File: config.mk
export PLATFORM = sky130hd
export DESIGN_NAME = col_theta_apply
export DESIGN_NICKNAME = d
export VERILOG_FILES = /design/src/rtl/col_theta_apply.sv
export SDC_FILE = /design/constraint.sdc
export NUM_CORES = 1
export LEC_CHECK = 0
export BUFFER_PORTS_ARGS = -buffer_cell sky130_fd_sc_hd__buf_2
export CAP_MARGIN = 0
export CORE_MARGIN = 10
export CORE_UTILIZATION = 48
export CTS_CLUSTER_DIAMETER = 60
export CTS_CLUSTER_SIZE = 10
export DETAILED_ROUTE_END_ITERATION = 6
export HOLD_SLACK_MARGIN = 0.06
export PLACE_DENSITY = 0.79
export SLEW_MARGIN = 10
export SYNTH_ARGS = -nofsm -noshare
export SYNTH_HDL_FRONTEND = slang
export SYNTH_SLANG_ARGS = --single-unit
File: constraint.sdc
create_clock -name clk -period 1.84 [get_ports clk]
set_input_delay 0.184 -clock clk [delete_from_list [all_inputs] [get_ports clk]]
set_output_delay 0.184 -clock clk [all_outputs]
set_load 0.03 [all_outputs]
File: src/rtl/col_theta_apply.sv
// -----------------------------------------------------------------------------
// col_theta_apply
//
// Applies the column-parity correction to every slice of the state. For slice
// z the 5-bit column parity C_z (taken from the parity stage) and the parity of
// the previous slice C_{z-1} (wrapping: slice 0 uses slice LINES-1) combine into
//    D[x] = C_z[(x+4)%5] ^ C_{z-1}[(x+1)%5]
// and D[x] is XORed into bit 5*y+x of the slice for every row y. The corrected
// slices are streamed out with one write pulse per slice, every other cycle.
//
// Ports
//    clk          single clock, all state updates on the rising edge
//    rst          synchronous active-high reset
//    start        level run request, sampled only while idle
//    donee        high while the run is finished and start is still held
//    cnt_value    slice-memory read address (memory answers in the same cycle)
//    line_in      slice word read from cnt_value
//    par_addr     parity-memory read address (memory answers in the same cycle)
//    par_in       parity word read from par_addr; only bits [4:0] are used
//    write_enable one-cycle pulse per corrected slice
//    write_addr   slice index belonging to write_value
//    write_value  corrected slice
// -----------------------------------------------------------------------------
module col_theta_apply #(
   parameter int LINES = 64,
   parameter int W     = 25,
   localparam int AW   = $clog2(LINES)
) (
   input  logic          clk,
   input  logic          rst,
   input  logic          start,
   output logic          donee,
   output logic [AW-1:0] cnt_value,
   input  logic [W-1:0]  line_in,
   output logic [AW-1:0] par_addr,
   input  logic [W-1:0]  par_in,
   output logic          write_enable,
   output logic [AW-1:0] write_addr,
   output logic [W-1:0]  write_value
);

   typedef enum logic [2:0] {
      IDLE  = 3'd0,
      PRIME = 3'd1,
      READ  = 3'd2,
      WRITE = 3'd3,
      DONE  = 3'd4
   } state_t;

   localparam logic [AW-1:0] ZERO_Z = AW'(0);
   localparam logic [AW-1:0] ONE_Z  = AW'(1);
   localparam logic [AW-1:0] LAST_Z = AW'(LINES - 1);
   localparam logic [W-1:0]  ZERO_W = W'(0);

   // Correction term per column from the current and previous slice parity.
   function automatic logic [4:0] theta_d(input logic [4:0] cur, input logic [4:0] prv);
      logic [4:0] d;
      d[0] = cur[4] ^ prv[1];
      d[1] = cur[0] ^ prv[2];
      d[2] = cur[1] ^ prv[3];
      d[3] = cur[2] ^ prv[4];
      d[4] = cur[3] ^ prv[0];
      return d;
   endfunction

   // Replicate the per-column term into all five rows (bit 5*y+x gets d[x]).
   function automatic logic [24:0] spread_rows(input logic [4:0] d);
      return {5{d}};
   endfunction

   state_t          state_r;
   state_t          state_nxt_s;
   logic [AW-1:0]   z_r;
   logic [4:0]      prev_r;
   logic            donee_r;
   logic            write_enable_r;
   logic [AW-1:0]   cnt_value_r;
   logic [AW-1:0]   par_addr_r;
   logic [AW-1:0]   write_addr_r;
   logic [W-1:0]    write_value_r;

   logic [4:0]      cur_s;
   logic [4:0]      d_s;
   logic [W-1:0]    corrected_s;
   logic            last_slice_s;

   assign cur_s        = par_in[4:0];
   assign d_s          = theta_d(cur_s, prev_r);
   assign corrected_s  = line_in ^ W'(spread_rows(d_s));
   assign last_slice_s = (z_r == LAST_Z);

   // State register.
   always_ff @(posedge clk) begin
      if (rst) begin
         state_r <= IDLE;
      end else begin
         state_r <= state_nxt_s;
      end
   end

   // Next-state logic; start is only looked at in IDLE and DONE.
   always_comb begin
      state_nxt_s = state_r;
      case (state_r)
         IDLE: begin
            if (start) begin
               state_nxt_s = PRIME;
            end else begin
               state_nxt_s = IDLE;
            end
         end
         PRIME: state_nxt_s = READ;
         READ:  state_nxt_s = WRITE;
         WRITE: begin
            if (last_slice_s) begin
               state_nxt_s = DONE;
            end else begin
               state_nxt_s = READ;
            end
         end
         DONE: begin
            if (!start) begin
               state_nxt_s = IDLE;
            end else begin
               state_nxt_s = DONE;
            end
         end
         default: state_nxt_s = IDLE;
      endcase
   end

   // Datapath and registered outputs. Read addresses are set one edge ahead so
   // they are valid for the whole cycle of the state that uses them.
   always_ff @(posedge clk) begin
      if (rst) begin
         z_r            <= ZERO_Z;
         prev_r         <= 5'd0;
         donee_r        <= 1'b0;
         write_enable_r <= 1'b0;
         cnt_value_r    <= ZERO_Z;
         par_addr_r     <= ZERO_Z;
         write_addr_r   <= ZERO_Z;
         write_value_r  <= ZERO_W;
      end else begin
         case (state_r)
            IDLE: begin
               donee_r        <= 1'b0;
               write_enable_r <= 1'b0;
               if (start) begin
                  // PRIME fetches the last slice's parity for the wrap term.
                  par_addr_r <= LAST_Z;
               end else begin
                  par_addr_r <= ZERO_Z;
               end
            end
            PRIME: begin
               prev_r      <= cur_s;
               z_r         <= ZERO_Z;
               cnt_value_r <= ZERO_Z;
               par_addr_r  <= ZERO_Z;
            end
            READ: begin
               write_value_r  <= corrected_s;
               write_addr_r   <= z_r;
               prev_r         <= cur_s;
               write_enable_r <= 1'b1;
            end
            WRITE: begin
               write_enable_r <= 1'b0;
               if (last_slice_s) begin
                  donee_r     <= 1'b1;
                  cnt_value_r <= ZERO_Z;
                  par_addr_r  <= ZERO_Z;
               end else begin
                  z_r         <= z_r + ONE_Z;
                  cnt_value_r <= z_r + ONE_Z;
                  par_addr_r  <= z_r + ONE_Z;
               end
            end
            DONE: begin
               write_enable_r <= 1'b0;
               if (!start) begin
                  // Returning to IDLE restores every output to its reset value.
                  donee_r       <= 1'b0;
                  z_r           <= ZERO_Z;
                  prev_r        <= 5'd0;
                  write_addr_r  <= ZERO_Z;
                  write_value_r <= ZERO_W;
               end else begin
                  donee_r <= 1'b1;
               end
            end
            default: begin
               z_r            <= ZERO_Z;
               prev_r         <= 5'd0;
               donee_r        <= 1'b0;
               write_enable_r <= 1'b0;
               cnt_value_r    <= ZERO_Z;
               par_addr_r     <= ZERO_Z;
               write_addr_r   <= ZERO_Z;
               write_value_r  <= ZERO_W;
            end
         endcase
      end
   end

   assign donee        = donee_r;
   assign write_enable = write_enable_r;
   assign cnt_value    = cnt_value_r;
   assign par_addr     = par_addr_r;
   assign write_addr   = write_addr_r;
   assign write_value  = write_value_r;

endmodule

==> results of run 1 <==
-- metrics by stage --
stage          setup WS, ps  area, um2  std cells  hold slack [ps]  util (%)
6_report              178.6       3193        423            108.9     63.33
5_1_grt               17.07       3193        423            115.8     63.33
4_1_cts               94.53       3186        422            96.87     63.18
3_5_place_dp          133.8       2958        406            446.7     58.66
3_3_place_gp          205.6       2958        406            440.3     58.66
2_1_floorplan         491.9       2480        265            323.0         -
-- Yosys cell counts, drive strengths merged, types with 2 or more instances --
cell type,number,share of area (%)
dfxtp,59,48
nor2,42,6.6
a22oi,31,9.4
xor2,31,11
a21oi,23,4.8
nand2,14,2.1
buf,9,2.5
clkbuf,6,0.91
nand3,5,1.2
nor2b,4,1.0
nand2b,3,0.76
o2bb2ai,3,1.1
xnor2,3,1.1
a21o,2,0.61
inv,2,0.30
nor3,2,0.61
nor4,2,0.50
o211ai,2,0.61
o21a,2,0.61
o21ai,2,0.40
o21bai,2,0.61
or3b,2,0.71
-- per-layer routing --
metal | wire (um) | global-route usage, % | vias to the layer above | part of all wire, %
met4 | 80 | 8.997 | 0 | 1.2
li1 | - | - | 1090 | -
met2 | 3230 | 24.41 | 71 | 49
met5 | 0 | 0 | - | 0
met3 | 538 | 6.438 | 6 | 8.2
met1 | 2733 | 17.99 | 1014 | 42
-- state kept, by name (all words and copies together), names as in the netlist --
| signal | count |
|---|---|
| prev_r | 5 |
| cnt_value | 6 |
| par_addr | 6 |
| write_enable | 1 |
| state_r | 3 |
| donee | 1 |
| z_r | 6 |
| write_value | 25 |
| write_addr | 6 |
-- power groups by stage --
| stage | clock network, W | registers [W] | logic, W |
|---|---|---|---|
| 2_1_floorplan | 0 | 0.00152 | 0.000309 |
| 3_3_place_gp | 0 | 0.00142 | 0.000595 |
| 3_5_place_dp | 0 | 0.00143 | 0.000607 |
| 4_1_cts | 0.00136 | 0.00140 | 0.000612 |
| 5_1_grt | 0.00143 | 0.00141 | 0.000666 |
| 6_report | 0.00134 | 0.00140 | 0.000607 |
-- how the worst max path moves through the flow --
stage | startpoint | to | cells after the start
6_report | state_r[2]$_SDFF_PP0_ | write_value[1]$_SDFFE_PP0P_ | 4
5_1_grt | z_r[0]$_SDFFE_PP0P_ | z_r[1]$_SDFFE_PP0P_ | 5
4_1_cts | state_r[1]$_SDFF_PP0_ | write_value[1]$_SDFFE_PP0P_ | 4
3_5_place_dp | state_r[1]$_SDFF_PP0_ | write_value[1]$_SDFFE_PP0P_ | 4
3_3_place_gp | state_r[1]$_SDFF_PP0_ | write_value[3]$_SDFFE_PP0P_ | 4
2_1_floorplan | z_r[0]$_SDFFE_PP0P_ | z_r[2]$_SDFFE_PP0P_ | 5
-- cells by family after synthesis --
kind of cell | after synthesis | synth area share [%]
AND/OR/NAND/NOR | 82 | 16.35
AO/OA/AOI/OAI | 72 | 19.78
flip-flops | 59 | 47.63
XOR/XNOR | 34 | 12.01
buffers and inverters | 17 | 3.733
adder cells (fa/ha/maj) | 1 | 0.5045
-- timing repair --
item                                    CTS  global route
endpoints found under the setup margin    0            23
resized for setup                         0             0
setup buffers                             0             1
-- layout make-up --
| cell class | count | share of cell area [%] |
|---|---|---|
| inverters | 2 | 0.2351 |
| clock inverters | 4 | 2.273 |
| well taps | 70 | 2.743 |
| flip-flops and latches | 59 | 36.99 |
| repair buffers | 87 | 14.81 |
| multi-input cells | 189 | 38.09 |
| clock buffers | 12 | 4.859 |
-- worst max-delay path, delay by kind of cell (launching register included) --
kind | cells | cell delay [ps]
AOI/OAI and AO/OA | 2 | 480
buffers and inverters | 1 | 240
DFF | 1 | 760
and+or+nand+nor | 1 | 70
==> results_dict.tcl, run 1 <==
set metrics [dict create \
    status "completed" \
    hpwl_um 4698 \
    syn_area_um2 2480 \
    setup-violations-final 0 \
    crit_path_end_kind "register" \
    start_util_pct 49.18 \
    dieArea_um2 8441 \
    crit-reg2reg-launch "state_r[2]$_SDFF_PP0_" \
    synthArstFlopShare_pct 0 \
    htreeDepth 3 \
    intPower_w 0.002416 \
    p_per_area_nw_per_um2 1048 \
    synth_edf_count 0 \
    skew_ps 4.954 \
    drt.antenna.violating_nets 0 \
    slowest_stage "dfxtp_1" \
    worstPathArrival_ps 1880 \
    multi_input_area_um2 1216 \
    slowest_delay_ps 760 \
    drtIter0Drc 235 \
    hp-class "primary input to register" \
    drt_wl_total_um 6583 \
    clk_pin_slew_ps 70 \
    num_rows 26 \
    fmax_mhz 601.9 \
    overflow 0 \
    clockRootBuffer "clkbuf_8" \
    vias_per_cell 5.156 \
    ys_seq_area_share_pct 47.63 \
    ir_drop_mv 0.6250 \
    worstMarginPinSlew_ps 698.9 \
    pwr-share-seq_pct 41.9 \
    drive_gt1_share_pct 31.44 \
    rsz0062_at_grt "false" \
    fill_cells 432 \
    grt_use_total_pct 15.76 \
    whs_endpoint "prev_r[4]$_SDFFE_PP0P_" \
    crit_path_start_kind "register" \
    vias 2181 \
    fin_crit_sh_pct 90.29 \
    nNetsFinal 402 \
    final.min_clock_period_ps 1661 \
    die_w_um 91.88 \
    grt_max_degree 27 \
    switching_share_pct 27.80 \
    io_pins 98 \
    tritoncts "yes" \
    power_switching_w 0.0009304 \
    syn_nets 319 \
    gp_congestion 0.8791 \
    final_common_cell "buf_2" \
    cts_hold_buf 0 \
    seqCellArea_um2 1181 \
    path_cells "a21oi_2 -> buf_12 -> a22oi_1 -> nor2_1" \
    rr_endpoint "write_value[1]$_SDFFE_PP0P_" \
    avgSynthCellArea_um2 9.358 \
    diodes 0 \
    layout_common_cells "buf_2, dfxtp_1, nor2_1" \
    cts_buffer_depth 2 \
    syn_to_final_growth_pct 28.76 \
    whs_path_depth 3 \
    path_class "register to register" \
    core_um2 5042 \
    antenna_found_initial 0 \
    max_slew_margin_pct 53.25 \
    synth_seq_cells 59 \
    ys_warn_count 0 \
    dieHeight_um 91.88 \
    combPwrFrac_pct 18.1 \
    clk_latency_ps 340 \
    numCtsBuffers 9 \
    yosysUniqueCellTypes 42 \
    drc 0 \
    total_power_w 0.003346 \
    synth_top_flop_cell "dfxtp_1" \
    worst_hold_startpoint "par_in[4]" \
    grt_first_pass_wirelength_um 10740 \
    wire_per_inst_um 15.56 \
    clock_sinks 59 \
    maxCapViolCount 0 \
    synthesis.instances 265 \
    leakagePower_nw 1.458 \
    hold_violations 0 \
    port-buffer-count 77 \
    crit_fanout 24 \
    r2r_slack_ps 180 \
    p_clk_share_pct 40.0 \
    dr.pass1.iters 5 \
    grt_pass1_vias 2165 \
    worstPathRequired_ps 2060 \
    slew_viol_final 0 \
    reg2regPathDepth 4 \
    tns_ps 0 \
]
(Power assumes the default switching activity.)
==> run 2: changes to the inputs <==
Settings changed: ABC_AREA set to 1.
==> run 2 against run 1 <==
Against the previous run: routed wire length up 5.9%; core utilization fell by 0.55 points; die area increased by 2.7%; sequential power barely moved; count of clock-buffer cells in the layout fell by 1; clock power barely moved; first-iteration DRC count shrank 47%; sequential cell count is the same; largest power group unchanged.
==> results_dict.tcl, run 2 <==
set metrics [dict create \
    rsz0062_at_grt "false" \
    hold_ws_ps 129.1 \
    combPwrFrac_pct 21.4 \
    avgSynthCellArea_um2 6.789 \
    clk_pin_slew_ps 70 \
    syn_to_final_growth_pct 25.74 \
    slew_viol_final 0 \
    cts_setup_buffers 0 \
    path_class "register to register" \
    worstPathArrival_ps 1760 \
    final_util_pct 62.78 \
    hp-class "primary input to register" \
    pwr-share-seq_pct 40.8 \
    clk_latency_ps 330 \
    ys_seq_area_share_pct 46.03 \
    leakagePower_nw 1.619 \
    hold_violations 0 \
    fin_crit_sh_pct 81.77 \
    die_w_um 93.12 \
    fill_cells 501 \
    tritoncts "yes" \
    grt_pass1_vias 2455 \
    drive_gt1_share_pct 23.16 \
    total_power_w 0.003517 \
    num_rows 26 \
    vias_per_cell 4.938 \
    slowest_stage "inv_2" \
    synth_common_cells "nand2_1, dfxtp_1, a21oi_1, inv_1, nand3_1" \
    synthArstFlopShare_pct 0 \
    diodes 0 \
    vias 2627 \
    overflow 0 \
    maxCapViolCount 0 \
    layout_common_cells "nand2_1, buf_2, dfxtp_1" \
    drt.antenna.violating_nets 0 \
    worstPathRequired_ps 2100 \
    synthesis.instances 378 \
    setup-violations-final 0 \
    yosysUniqueCellTypes 21 \
    crit_fanout 32 \
    hpwl_um 5128 \
    io_pins 98 \
    synth_top_area_cell "dfxtp_1" \
    dieHeight_um 93.12 \
    drc 0 \
    port-buffer-count 77 \
    max_slew_margin_pct 63.71 \
    tns_ps 0 \
    grt_first_pass_wirelength_um 11540 \
    synth_seq_cells 59 \
    synth_top_flop_cell "dfxtp_1" \
    drtIter0Drc 124 \
    numCtsBuffers 9 \
    intPower_w 0.002423 \
    crit_path_start_kind "register" \
    htreeDepth 3 \
    core_um2 5140 \
    grt_use_total_pct 16.14 \
    final.min_clock_period_ps 1505 \
    p_per_area_nw_per_um2 1090 \
    netlist.area_leader.share_pct 46.03 \
    ctsResizeCount 0 \
    antenna_found_initial 0 \
    gp_congestion 0.8206 \
    slowest_delay_ps 420 \
    cts_hold_buf 0 \
    drt_wl_total_um 6969 \
    dr.pass1.iters 4 \
    dieArea_um2 8671 \
    final_common_cell "nand2_1" \
    power_switching_w 0.001094 \
    grt_max_degree 33 \
    ys_warn_count 0 \
    syn_area_um2 2566 \
    skew_ps 7.643 \
    synthTopCellsByArea "dfxtp_1, nand2_1, a21oi_1" \
    path_cells "nor2_2 -> nand2_2 -> inv_2 -> nand3_1 -> a21oi_1" \
    nNetsFinal 511 \
    status "completed" \
    clock_sinks 59 \
    wire_per_inst_um 13.10 \
    cts_buffer_depth 2 \
    clockRootBuffer "clkbuf_8" \
    synth_edf_count 0 \
    syn_nets 432 \
    largest_reg_flops 25 \
    worstMarginPinSlew_ps 540.7 \
    start_util_pct 49.93 \
    ir_drop_mv 0.7011 \
    synth_most_common_cell "nand2_1" \
    switching_share_pct 31.11 \
    fmax_mhz 664.6 \
    crit_path_end_kind "register" \
    p_clk_share_pct 37.8 \
]
-- run 2: worst paths after layout --
check / start / end / slack, ps / depth (start not counted)
worst max-delay path: state_r[0]$_SDFF_PP0_ / write_value[15]$_SDFFE_PP0P_ / 340 / 5
worst min register to register: write_addr[2]$_SDFFE_PP0P_ / write_addr[2]$_SDFFE_PP0P_ / 460 / 2
worst max register to register: state_r[0]$_SDFF_PP0_ / write_value[15]$_SDFFE_PP0P_ / 340 / 5
worst min-delay path: line_in[13] / write_value[13]$_SDFFE_PP0P_ / 130 / 4
-- run 2: metal layers --
layer | up-vias | wire [um] | global-route usage, %
li1 | 1355 | - | -
met1 | 1169 | 3142 | 19.33
met2 | 92 | 3132 | 25.58
met3 | 11 | 568 | 5.196
met4 | 0 | 125 | 7.712
met5 | - | 0 | 0
-- run 2: final cells by class --
| class | count | area, um2 | share of cell area, % |
|---|---|---|---|
| repair buffers | 80 | 407.9 | 12.64 |
| clock inverters | 5 | 75.07 | 2.326 |
| clock buffers | 11 | 151.4 | 4.692 |
| multi-input cells | 263 | 1159 | 35.91 |
| flip-flops and latches | 59 | 1181 | 36.60 |
| well taps | 70 | 87.58 | 2.714 |
| inverters | 44 | 165.2 | 5.118 |
-- run 2: kinds of logic after synthesis --
| group | count (synthesis) | share of synthesized area, % |
|---|---|---|
| fa+ha+maj | 1 | 0.4875 |
| compound gates | 58 | 11.65 |
| buf+inv | 56 | 8.825 |
| simple gates | 204 | 33.01 |
| flops | 59 | 46.03 |
-- run 2: worst max-delay path: cells and delay by family, from the launching register on --
kind | cells | cell delay, ps
AOI/OAI and AO/OA | 1 | 170
buffers and inverters | 1 | 420
DFF | 1 | 350
and+or+nand+nor | 3 | 480
-- run 2: power by group through the flow --
stage / combinational [W] / clock, W / sequential, W
after floorplan: 0.000405 / 0 / 0.00160
after global placement: 0.000741 / 0 / 0.00146
after global routing: 0.000837 / 0.00141 / 0.00144
final: 0.000753 / 0.00133 / 0.00143
after CTS: 0.000760 / 0.00135 / 0.00143
after detailed placement: 0.000755 / 0 / 0.00146
-- run 2: metrics by stage --
step                      setup slack, ps  std cells  area, um2
after detailed placement            374.2        516       3000
after global placement              430.9        516       3000
after floorplan                     530.1        378       2566
final                               335.3        532       3227
after global routing                184.3        532       3227
after CTS                           324.8        532       3227
